File: config.mk
export PLATFORM = sky130hd
export DESIGN_NAME = mem_port_arbiter
export DESIGN_NICKNAME = d
export VERILOG_FILES = /design/src/rtl/mem_port_arbiter.sv
export SDC_FILE = /design/constraint.sdc
export NUM_CORES = 1
export LEC_CHECK = 0
export ABC_AREA = 0
export CAP_MARGIN = 20
export CORE_AREA = 2 2 103 105
export DETAILED_ROUTE_END_ITERATION = 16
export DIE_AREA = 0 0 105 107
export GPL_TIMING_DRIVEN = 1
export PLACE_DENSITY = 0.63
export SLEW_MARGIN = 20
export SYNTH_ARGS = -nofsm -noshare
export SYNTH_HDL_FRONTEND = slang
export SYNTH_SLANG_ARGS = --single-unit
export TNS_END_PERCENT = 100
File: constraint.sdc
create_clock -name i_clock -period 1.45 [get_ports i_clock]
set_input_delay 0.29 -clock i_clock [delete_from_list [all_inputs] [get_ports i_clock]]
set_output_delay 0.29 -clock i_clock [all_outputs]
set_load 0.01 [all_outputs]
File: src/rtl/mem_port_arbiter.sv
// rtl/mem_port_arbiter.sv - shares one memory port between fetch (IF) and LSU with req/ack handshakes
// Optional MEM_ARB_ROUND_ROBIN_EN: simultaneous requests go to the requester that did not own the last access.
module mem_port_arbiter #(
    parameter int READ_LATENCY = 2,
    parameter int XLEN         = 32
) (
    input  logic            i_clock,
    input  logic            i_reset,
    input  logic            i_if_req,
    input  logic [XLEN-1:0] i_if_addr,
    output logic            o_if_ack,
    output logic [XLEN-1:0] o_if_rdata,
    input  logic            i_lsu_req,
    input  logic            i_lsu_we,
    input  logic [XLEN-1:0] i_lsu_addr,
    input  logic [XLEN-1:0] i_lsu_wdata,
    output logic            o_lsu_ack,
    output logic [XLEN-1:0] o_lsu_rdata,
    output logic [XLEN-1:0] o_mem_addr,
    output logic            o_mem_wenable,
    output logic [XLEN-1:0] o_mem_wdata,
    input  logic [XLEN-1:0] i_mem_rdata,
    output logic            o_busy,
    output logic            o_grant_lsu
);

    typedef enum logic {IDLE, BUSY} state_t;

    localparam logic [2:0] LAT = 3'(READ_LATENCY);

    state_t     r_state, w_state_nxt;
    logic       r_grant_lsu, w_grant_nxt;
    logic       r_is_write, w_is_write_nxt;
    logic [2:0] r_count, w_count_nxt;
    logic       w_pick_lsu;

`ifdef MEM_ARB_ROUND_ROBIN_EN
    // On a tie the LSU wins only if IF owned the previous access.
    assign w_pick_lsu = i_lsu_req && (!i_if_req || !r_grant_lsu);
`else
    assign w_pick_lsu = i_lsu_req;
`endif

    always_ff @(posedge i_clock or posedge i_reset) begin
        if (i_reset) begin
            r_state     <= IDLE;
            r_grant_lsu <= 1'b0;
            r_is_write  <= 1'b0;
            r_count     <= 3'd0;
        end else begin
            r_state     <= w_state_nxt;
            r_grant_lsu <= w_grant_nxt;
            r_is_write  <= w_is_write_nxt;
            r_count     <= w_count_nxt;
        end
    end

    always_comb begin
        w_state_nxt    = r_state;
        w_grant_nxt    = r_grant_lsu;
        w_is_write_nxt = r_is_write;
        w_count_nxt    = r_count;
        o_busy         = 1'b0;
        o_if_ack       = 1'b0;
        o_lsu_ack      = 1'b0;
        o_mem_addr     = '0;
        o_mem_wdata    = '0;
        o_mem_wenable  = 1'b0;
        case (r_state)
            IDLE: begin
                if (i_if_req || i_lsu_req) begin
                    w_state_nxt    = BUSY;
                    w_grant_nxt    = w_pick_lsu;
                    w_is_write_nxt = w_pick_lsu && i_lsu_we;
                    w_count_nxt    = (w_pick_lsu && i_lsu_we) ? 3'd0 : LAT;
                end
            end
            BUSY: begin
                o_busy        = 1'b1;
                o_mem_addr    = r_grant_lsu ? i_lsu_addr : i_if_addr;
                o_mem_wdata   = r_grant_lsu ? i_lsu_wdata : '0;
                // Writes start with count 0, so the strobe is confined to the first BUSY cycle.
                o_mem_wenable = r_is_write && (r_count == 3'd0);
                if (r_count != 3'd0) begin
                    w_count_nxt = r_count - 3'd1;
                end else begin
                    o_if_ack    = !r_grant_lsu;
                    o_lsu_ack   = r_grant_lsu;
                    w_state_nxt = IDLE;
                end
            end
            default: w_state_nxt = IDLE;
        endcase
    end

    assign o_if_rdata  = i_mem_rdata;
    assign o_lsu_rdata = i_mem_rdata;
    assign o_grant_lsu = r_grant_lsu;

endmodule

== Word level (Yosys, flattened, before mapping) ==
Cells that the tools add are included.
W data, S select, Z words.

* Bitwise gates (word level): 1
* Add/subtract/negate cells: 1
* Reduce and logical (&&, ||, !) cells: 8
* Muxes and demuxes: 17
* Equal/unequal tests: 2

{| class="wikitable"
|+ Operator list
! operator !! count
|-
| $mux W32 || 4
|-
| $mux W1 || 8
|-
| $mux W3 || 2
|-
| $pmux W3 S2 || 1
|-
| $reduce_and A2 Y1 || 2
|-
| $logic_not A3 Y1 || 1
|-
| $reduce_bool A3 Y1 || 1
|-
| $sub A3 B1 Y3 const B || 1
|-
| $logic_and A1 B1 Y1 || 2
|-
| $mux W2 || 1
|-
| $ne A2 B1 Y1 const B || 1
|-
| $ne A2 B2 Y1 const B || 1
|-
| $pmux W1 S2 || 1
|-
| $logic_not A1 Y1 || 1
|-
| $logic_or A1 B1 Y1 || 1
|-
| $not A1 Y1 || 1
|}

* Input port bits: 133
* Word-level logic and storage cells: 33
* Output and inout port bits: 133
* Bits in registers: 6

== Longest topological paths before layout ==
Gate-level depths: netlist of run 1.

* Word-level depth: 4
* Gate-level depth with buffers: 6
* Mapped depth without buffers: 6

== Least setup slack after synthesis of run 1 ==
No wires, ideal clock.

* Kind: reg2out
* From: register r_grant_lsu, in the netlist o_grant_lsu
* To: output o_mem_addr[10]
* Cell stages (with the launch flop): 5
* Slack: 157 ps
* Data required time: 1,160 ps
* Arrival: 1,003 ps
* Path buffers: 2
* Path through: dfrtp_1 -> buf_4 -> buf_6 -> mux2i_1 -> nor2b_1

* Longest elaborated chain between the ends: 2

{| class="wikitable"
|+ Ends and longest elaborated chain
! what !! RTL line !! RTL
|-
| start, declared || 32 || <nowiki>logic r_grant_lsu, w_grant_nxt;</nowiki>
|-
| start signal, assigned || 52 || <nowiki>r_grant_lsu <= w_grant_nxt;</nowiki>
|-
| $mux W32 || 80 || <nowiki>o_mem_addr = r_grant_lsu ? i_lsu_addr : i_if_addr;</nowiki>
|-
| $mux W32 || 69 || <nowiki>case (r_state)</nowiki>
|-
| end, declared || 19 || <nowiki>output logic [XLEN-1:0] o_mem_addr,</nowiki>
|}

Every way passes these cells.

== Worst setup path after layout of run 1 ==
* From: register r_grant_lsu, in the netlist o_grant_lsu
* To: output o_mem_addr[16]

The elaborated chain is that of the path after synthesis.

==> flow_metrics.env, run 1 <==
export IMPL_outcome="complete, but fails checks"
export IMPL_violations="setup timing"
export IMPL_final_cell_mix="clkdlybuf4s50_1, buf_2, mux2i_1, buf_6, nor2b_1"
export IMPL_max_stage_delay_ps=430
export IMPL_ys_types=16
export IMPL_grt_pass1_wl_um=11200
export IMPL_io_pins=266
export IMPL_drt_pass1_iterations=4
export IMPL_r2r_slack_ps=30
export IMPL_cp_start_kind="flip-flop"
export IMPL_r2r_start="r_state"
export IMPL_slew_headroom_pct=83.5
export IMPL_hold_class="in2async"
export IMPL_fin_tns_setup_ps=-12450
export IMPL_skew_ps=4.26
export IMPL_portBuffers=169
export IMPL_drv_slew=0
export IMPL_drtAntennaViolNets=0
export IMPL_syn_nets=342
export IMPL_reg2reg_depth=6
export IMPL_layout_commonest_cell="clkdlybuf4s50_1"
export IMPL_leakage_uw=0.00169
export IMPL_cp_slowest_cell="dfrtp_2"
export IMPL_cts_hold_buffers_added=0
export IMPL_htreeDepth=1
export IMPL_critPathRequiredTime_ps=1160
export IMPL_cts_num_sinks=6
export IMPL_route_vias_total=1880
export IMPL_power_density_nw_per_um2=1880
export IMPL_tightest_slew_ps=248
export IMPL_yosysSeqAreaShare_pct=9.32
export IMPL_crit_buf_inv=3
export IMPL_path_cells="buf_6 > bufbuf_16 > mux2i_1 > nor2b_1 > buf_2"
export IMPL_place_congestion=0.722
export IMPL_drt_initial_drc_count=32
export IMPL_nets=481
export IMPL_fmax_mhz=578
export IMPL_post_route_util_pct=35.0
export IMPL_final_area_um2=3540
export IMPL_max_cap_viol_count=0
export IMPL_core_area_um2=10100
export IMPL_peakVddDrop_v=0.000791
export IMPL_path_max_fanout=6
export IMPL_final_hold_viol_count=0
export IMPL_fp_dieArea_um2=11200
export IMPL_post_route_period_util_pct=119
export IMPL_setup_ws_ps=-281
export IMPL_synth_area_per_cell_um2=7.78
export IMPL_rows=37
export IMPL_critical_path_class="reg2out"
export IMPL_cts_tree="done"
export IMPL_startpoint="o_grant_lsu"
export IMPL_grt_setup_unrepaired="yes"
export IMPL_synthCells=207
export IMPL_die_x_um=105
export IMPL_post_dp_cell_area_um2=3000
export IMPL_arrival_ps=1440
export IMPL_clkLatencyLatePin_ps=220
export IMPL_die_h_um=107
export IMPL_ys_warn_count=0
export IMPL_clockRootBuffer="clkbuf_8"
export IMPL_drt_wirelength_per_cell_um=15.8
export IMPL_overflow=0
export IMPL_period_needed_ps=1730
export IMPL_finalWirelength_um=7630
export IMPL_ys_seq_elements=6
export IMPL_rr_endpoint="r_count[1]"
export IMPL_grt_antenna_before_repair=3
export IMPL_layout_drive_gt1_share_pct=42.6
export IMPL_first_global_vias=1969
export IMPL_grt_usage_pct=12.7
export IMPL_grt_max_degree=22
export IMPL_start_util_pct=16.0
export IMPL_clkTransAtPathRegs_ps=40
export IMPL_critPathCaptureType="primary output"
export IMPL_drcViolationCount=0
export IMPL_numCtsBuffers=3
export IMPL_whs_ps=287
export IMPL_worst_path_dominant_cell_family="buffers and inverters"
export IMPL_syn_cell_area_um2=1610
export IMPL_clk_path_buf_depth=2
export IMPL_syn2layout_area_growth_pct=120
export IMPL_hpwl_um=4720
export IMPL_setup_viol=67
export IMPL_vias_per_cell=3.90
==> logic make-up (layout without fill, tap and decap cells) <==
logic type	Yosys count	after routing	synth area share, %
adder cells (fa/ha/maj)	2	2	1.55
other	0	1	0
multiplexers	34	34	21.1
buffers and inverters	86	224	38.3
flip-flops	6	6	9.32
AO/OA/AOI/OAI	7	7	2.49
AND/OR/NAND/NOR	72	72	27.2
==> area by class of cell <==
cell class                 instances  area (µm²)
antenna                            1        2.50
multi-input combinational        115         990
sequential                         6         153
fill                            1076        6560
inverter                           6        22.5
clock buffer                       4        45.0
timing repair buffer             214        2150
tap                              136         170
==> metrics by stage <==
step / setup slack, ps / total power, µW / std cells
after floorplan: 157 / 2630 / 207
after global placement: -371 / 4670 / 441
after detailed placement: -419 / 4710 / 441
after CTS: -301 / 6500 / 475
after global routing: -360 / 7100 / 481
final: -281 / 6660 / 482
==> layer usage <==
layer | up-vias | global-route usage (%) | wire length, µm
li1 | 909 | - | -
met1 | 864 | 15.1 | 2980
met2 | 81 | 21.8 | 3820
met3 | 22 | 4.50 | 726
met4 | 4 | 2.76 | 85
met5 | - | 0 | 23
==> worst max-delay path by stage <==
stage / slack (ps) / endpoint / depth (start not counted)
2_1_floorplan: 160 / o_mem_addr[10] / 4
3_3_place_gp: -370 / o_mem_addr[1] / 4
3_5_place_dp: -420 / o_mem_addr[2] / 4
4_1_cts: -300 / o_mem_addr[25] / 6
5_1_grt: -360 / o_mem_addr[15] / 6
6_report: -280 / o_mem_addr[16] / 5
==> registers in the layout, summed over array words and instances (netlist names) <==
register / count
r_count: 3
o_grant_lsu: 1
r_is_write: 1
r_state: 1
==> power by group <==
group          internal [µW]  switching (µW)
clock                    190            80.0
sequential               261            90.9
combinational           3640            2400
==> synthesized netlist by cell type, drive strengths merged <==
cell type	number	area (µm²)
nand2	3	11.3
buf	80	594
mux2i	34	340
nor2	2	7.51
ha	2	25.0
o22ai	1	6.26
dfrtp	6	150
inv	6	22.5
nor2b	32	200
nand2b	1	6.26
o21ai	5	25.0
o31a	1	8.76
and3	34	213
==> repair_timing <==
action,4_1_cts,5_1_grt
resized for setup,324,34
setup endpoints to repair,71,69
pin swaps,18,4
gates cloned,12,0
buffers inserted,18,11
(Power assumes the default switching activity.)
==> inputs of run 2 (changes only) <==
--- a/config.mk
+++ b/config.mk
@@ -6,8 +6,8 @@
 export NUM_CORES = 1
 export LEC_CHECK = 0
 export ABC_AREA = 0
-export CAP_MARGIN = 20
 export CORE_AREA = 2 2 103 105
+export CTS_BUF_LIST = sky130_fd_sc_hd__clkbuf_8
 export DETAILED_ROUTE_END_ITERATION = 16
 export DIE_AREA = 0 0 105 107
 export GPL_TIMING_DRIVEN = 1
==> flow_metrics.env, run 2 (same netlist as run 1, synthesis figures left out) <==
export IMPL_post_route_util_pct=35.0
export IMPL_arrival_ps=1440
export IMPL_numCtsBuffers=3
export IMPL_switchingPower_uw=2570
export IMPL_cts_num_sinks=6
export IMPL_fp_dieArea_um2=11200
export IMPL_setup_ws_ps=-282
export IMPL_startpoint="o_grant_lsu"
export IMPL_hpwl_um=4720
export IMPL_leakage_uw=0.00169
export IMPL_swShare_pct=38.6
export IMPL_path_cells="buf_6 > bufbuf_16 > mux2i_1 > nor2b_1 > buf_2"
export IMPL_nets=481
export IMPL_clkTransAtPathRegs_ps=40
export IMPL_io_pins=266
export IMPL_max_stage_delay_ps=430
export IMPL_htreeDepth=1
export IMPL_tightest_slew_ps=248
export IMPL_regMostFlops="r_count"
export IMPL_die_h_um=107
export IMPL_syn2layout_area_growth_pct=120
export IMPL_skew_ps=4.81
export IMPL_core_area_um2=10100
export IMPL_layout_commonest_cell="clkdlybuf4s50_1"
export IMPL_clk_path_buf_depth=2
export IMPL_pwr_share_clk_pct=4.0
export IMPL_grt_max_degree=22
export IMPL_reg2reg_depth=6
export IMPL_outcome="complete, but fails checks"
export IMPL_first_global_vias=1969
export IMPL_power_density_nw_per_um2=1880
export IMPL_drv_slew=0
export IMPL_fmax_mhz=577
export IMPL_route_vias_total=1880
export IMPL_cp_slowest_cell="dfrtp_2"
export IMPL_drt_pass1_iterations=4
export IMPL_peakVddDrop_v=0.000791
export IMPL_power_uw=6660
export IMPL_violations="setup timing"
export IMPL_p_int_uw=4090
export IMPL_overflow=0
export IMPL_finalWirelength_um=7640
export IMPL_start_util_pct=16.0
export IMPL_hold_class="in2async"
export IMPL_max_cap_viol_count=0
export IMPL_final_hold_viol_count=0
export IMPL_drcViolationCount=0
export IMPL_vias_per_cell=3.90
export IMPL_drtAntennaViolNets=0
export IMPL_critical_path_class="reg2out"
export IMPL_layout_drive_gt1_share_pct=42.6
export IMPL_period_needed_ps=1730
export IMPL_rows=37
export IMPL_place_congestion=0.722
export IMPL_portBuffers=169
export IMPL_grt_pass1_wl_um=11200
export IMPL_grt_setup_unrepaired="yes"
export IMPL_final_cell_mix="clkdlybuf4s50_1, buf_2, mux2i_1, buf_6, nor2b_1"
export IMPL_post_route_period_util_pct=119
export IMPL_r2r_start="r_state"
export IMPL_cts_hold_buffers_added=0
export IMPL_grt_usage_pct=12.7
export IMPL_drt_wirelength_per_cell_um=15.8
export IMPL_grt_antenna_before_repair=3
export IMPL_cp_start_kind="flip-flop"
export IMPL_slew_headroom_pct=83.5
export IMPL_seqPwrFrac_pct=5.3
export IMPL_critPathCaptureType="primary output"
export IMPL_die_x_um=105
export IMPL_combPwrFrac_pct=90.8
export IMPL_setup_viol=67
export IMPL_clkLatencyLatePin_ps=230
export IMPL_critPathRequiredTime_ps=1160
export IMPL_path_max_fanout=6
export IMPL_clockRootBuffer="clkbuf_8"
export IMPL_drt_initial_drc_count=32
export IMPL_largest_reg_flops=3
export IMPL_fillerInstances=1076
export IMPL_whs_ps=286
export IMPL_cts_tree="done"
run 2: changes by cell type in the layout (fill, tap and decap cells not counted), sizes merged:
cell    previous run  this run
inv                6         7
clkbuf             4         3
run 2: routing by layer:
| layer | vias to the layer above | global-route usage [%] | share of wire (%) |
|---|---|---|---|
| met3 | 22 | 4.50 | 9.5 |
| met5 | - | 0 | 0.30 |
| met4 | 4 | 2.76 | 1.1 |
| met2 | 81 | 21.8 | 50 |
| met1 | 864 | 15.1 | 39 |
| li1 | 909 | - | - |
run 2: path summary, 6_finish.rpt:
path	to	slack (ps)
max	o_mem_addr[16]	-280
min in group i_clock	r_is_write	530
min reg2reg	r_is_write	530
min	o_grant_lsu	290
max reg2reg	r_count[1]	30
max in group asynchronous	r_state	950
run 2: what timing repair did:
item,in CTS,in global routing
resized for setup,324,34
endpoints found under the setup margin,71,69
cloned,12,0
pin swaps,18,4
buffers inserted,18,11
hold endpoints to repair,0,0
run 2: final cells by class:
| cell class | count | area (µm²) | area share, % |
|---|---|---|---|
| sequential | 6 | 153 | 4.32 |
| clock inverter | 1 | 3.75 | 0.106 |
| clock buffer | 3 | 41.3 | 1.17 |
| multi-input combinational | 115 | 990 | 28.0 |
| timing repair buffer | 214 | 2150 | 60.9 |
| inverter | 6 | 22.5 | 0.637 |
| tap | 136 | 170 | 4.81 |
| antenna | 1 | 2.50 | 0.0707 |
run 2: stage by stage:
| stage | std cells | worst slack [ps] | TNS [ps] | area (µm²) |
|---|---|---|---|---|
| after floorplan | 207 | 157 | 0 | 1610 |
| after global placement | 441 | -371 | -19280 | 3000 |
| after detailed placement | 441 | -419 | -19960 | 3000 |
| after CTS | 475 | -301 | -12570 | 3440 |
| after global routing | 481 | -360 | -15470 | 3530 |
| final | 482 | -282 | -12500 | 3540 |
run 2: worst max-delay path, delay by kind of cell (launching register included):
kind / cells / cell delay, ps
flops: 1 / 430
buf+inv: 3 / 570
simple gates: 1 / 100
mux: 1 / 110
run 2: power by group through the flow:
stage | sequential, µW | combinational [µW] | clock (µW)
final | 352 | 6040 | 263
after global routing | 362 | 6450 | 279
after CTS | 351 | 5870 | 270
after detailed placement | 333 | 4370 | 0
after global placement | 333 | 4330 | 0
after floorplan | 299 | 2330 | 0
==> inputs of run 3 (changes only) <==
--- a/config.mk
+++ b/config.mk
@@ -6,12 +6,14 @@
 export NUM_CORES = 1
 export LEC_CHECK = 0
 export ABC_AREA = 0
-export CORE_AREA = 2 2 103 105
+export CELL_PAD_IN_SITES_DETAIL_PLACEMENT = 1
+export CELL_PAD_IN_SITES_GLOBAL_PLACEMENT = 1
+export CORE_AREA = 4 4 117 119
 export CTS_BUF_LIST = sky130_fd_sc_hd__clkbuf_8
 export DETAILED_ROUTE_END_ITERATION = 16
-export DIE_AREA = 0 0 105 107
+export DIE_AREA = 0 0 121 123
 export GPL_TIMING_DRIVEN = 1
-export PLACE_DENSITY = 0.63
+export PLACE_DENSITY = 0.83
 export SLEW_MARGIN = 20
 export SYNTH_ARGS = -nofsm -noshare
 export SYNTH_HDL_FRONTEND = slang
==> flow_metrics.env, run 3 (same netlist as run 1, synthesis figures left out) <==
export IMPL_outcome="complete, but fails checks"
export IMPL_violations="setup timing"
export IMPL_grt_antenna_before_repair=0
export IMPL_slew_headroom_pct=84.6
export IMPL_grt_usage_pct=9.43
export IMPL_io_pins=266
export IMPL_overflow=0
export IMPL_drv_slew=0
export IMPL_power_density_nw_per_um2=1770
export IMPL_setup_viol=68
export IMPL_fin_tns_setup_ps=-10040
export IMPL_pwr_share_clk_pct=4.4
export IMPL_cp_num_cells=5
export IMPL_clk_path_buf_depth=2
export IMPL_layout_commonest_cell="clkdlybuf4s50_1"
export IMPL_grt_pass1_wl_um=11200
export IMPL_cpMostUsedCell="buf_12"
export IMPL_htreeDepth=1
export IMPL_r2r_slack_ps=60
export IMPL_reg2reg_depth=5
export IMPL_syn2layout_area_growth_pct=105
export IMPL_swShare_pct=40.8
export IMPL_hold_class="in2async"
export IMPL_cp_slowest_cell="dfrtp_2"
export IMPL_cp_start_kind="flip-flop"
export IMPL_switchingPower_uw=2390
export IMPL_clkTransAtPathRegs_ps=40
export IMPL_start_util_pct=12.8
export IMPL_stdcell_count=499
export IMPL_clkLatencyLatePin_ps=220
export IMPL_critPathCaptureType="primary output"
export IMPL_fp_dieArea_um2=14900
export IMPL_portBuffers=169
export IMPL_arrival_ps=1360
export IMPL_tightest_slew_ps=231
export IMPL_max_stage_delay_ps=420
export IMPL_clockRootBuffer="clkbuf_8"
export IMPL_layout_drive_gt1_share_pct=37.9
export IMPL_drtAntennaViolNets=0
export IMPL_max_cap_viol_count=0
export IMPL_die_x_um=121
export IMPL_crit_buf_inv=3
export IMPL_path_max_fanout=6
export IMPL_place_congestion=0.731
export IMPL_nets=463
export IMPL_finalWirelength_um=7820
export IMPL_cts_num_sinks=6
export IMPL_seqPwrFrac_pct=5.5
export IMPL_worst_path_dominant_cell_family="buffers and inverters"
export IMPL_diodes=0
export IMPL_startpoint="o_grant_lsu"
export IMPL_final_cell_mix="clkdlybuf4s50_1, buf_2, mux2i_1, nor2b_1, buf_6"
export IMPL_rows=41
export IMPL_vias_per_cell=3.66
export IMPL_fmax_mhz=605
export IMPL_post_dp_cell_area_um2=3050
export IMPL_numCtsBuffers=3
export IMPL_path_cells="buf_12 > buf_12 > mux2i_4 > nor2b_1 > buf_2"
export IMPL_drt_pass1_iterations=3
export IMPL_final_area_um2=3300
export IMPL_fillerInstances=1483
export IMPL_regMostFlops="r_count"
export IMPL_period_needed_ps=1650
export IMPL_grt_max_degree=43
export IMPL_p_int_uw=3470
export IMPL_leakage_uw=0.00156
export IMPL_drt_wirelength_per_cell_um=15.7
export IMPL_route_vias_total=1824
export IMPL_rr_endpoint="r_count[1]"
export IMPL_core_area_um2=12600
export IMPL_largest_reg_flops=3
export IMPL_first_global_vias=2050
export IMPL_post_route_util_pct=26.3
export IMPL_die_h_um=123
export IMPL_setup_ws_ps=-204
export IMPL_cts_tree="done"
export IMPL_multi_input_area_um2=980
export IMPL_hpwl_um=5700
export IMPL_skew_ps=0.642
export IMPL_r2r_start="r_state"
export IMPL_critPathRequiredTime_ps=1160
export IMPL_critical_path_class="reg2out"
export IMPL_dp_cells=478
export IMPL_final_hold_viol_count=0
export IMPL_peakVddDrop_v=0.000891
export IMPL_grt_setup_unrepaired="yes"
export IMPL_ff_latch_area_um2=153
export IMPL_drcViolationCount=0
export IMPL_combPwrFrac_pct=90.1
export IMPL_post_route_period_util_pct=114
export IMPL_drt_initial_drc_count=28
export IMPL_crit_path_end="o_mem_addr[13]"
run 3: changes by cell type in the layout (fill, tap and decap cells not counted), sizes merged:
cell,before,now
buf,112,93
clkbuf,3,4
clkdlybuf4s15,1,0
diode,1,0
dlygate4sd2,0,1
run 3: repair_timing:
item                                    4_1_cts  5_1_grt
gates resized for setup                     312       24
buffers inserted                              6        6
endpoints found under the setup margin       70       71
hold buffers                                  0        0
pin swaps                                     3        2
gates cloned                                  6        1
run 3: how the worst min path moves through the flow:
stage	to	slack [ps]
after floorplan	o_grant_lsu	80
after global placement	r_is_write	490
after detailed placement	r_count[0]	530
after CTS	r_count[2]	300
after global routing	r_count[2]	310
final	r_count[2]	290
run 3: final cells by class:
type / count / share of cell area [%]
timing repair buffer: 196 / 57.2
inverter: 6 / 0.682
clock buffer: 3 / 1.25
tap: 172 / 6.51
clock inverter: 1 / 0.114
multi-input combinational: 115 / 29.6
sequential: 6 / 4.62
run 3: layer usage:
metal / share of wire (%) / up-vias / global-route usage (%)
li1: - / 864 / -
met3: 7.2 / 20 / 1.97
met1: 35 / 859 / 10.1
met4: 1.6 / 0 / 2.55
met5: 0 / - / 0
met2: 56 / 81 / 18.6
run 3: power groups by stage:
stage / clock (µW) / combinational [µW] / sequential (µW)
final: 255 / 5270 / 323
after global routing: 280 / 5710 / 332
after CTS: 262 / 4980 / 317
after detailed placement: 0 / 4500 / 338
after global placement: 0 / 4370 / 333
after floorplan: 0 / 2330 / 299
run 3: per-stage QoR:
| step | total power, µW | hold WS, ps | worst slack, ps |
|---|---|---|---|
| floorplan | 2630 | 81.0 | 157 |
| global placement | 4710 | 492 | -377 |
| detailed placement | 4840 | 531 | -409 |
| CTS | 5560 | 304 | -229 |
| global route | 6320 | 315 | -263 |
| finish | 5850 | 290 | -204 |
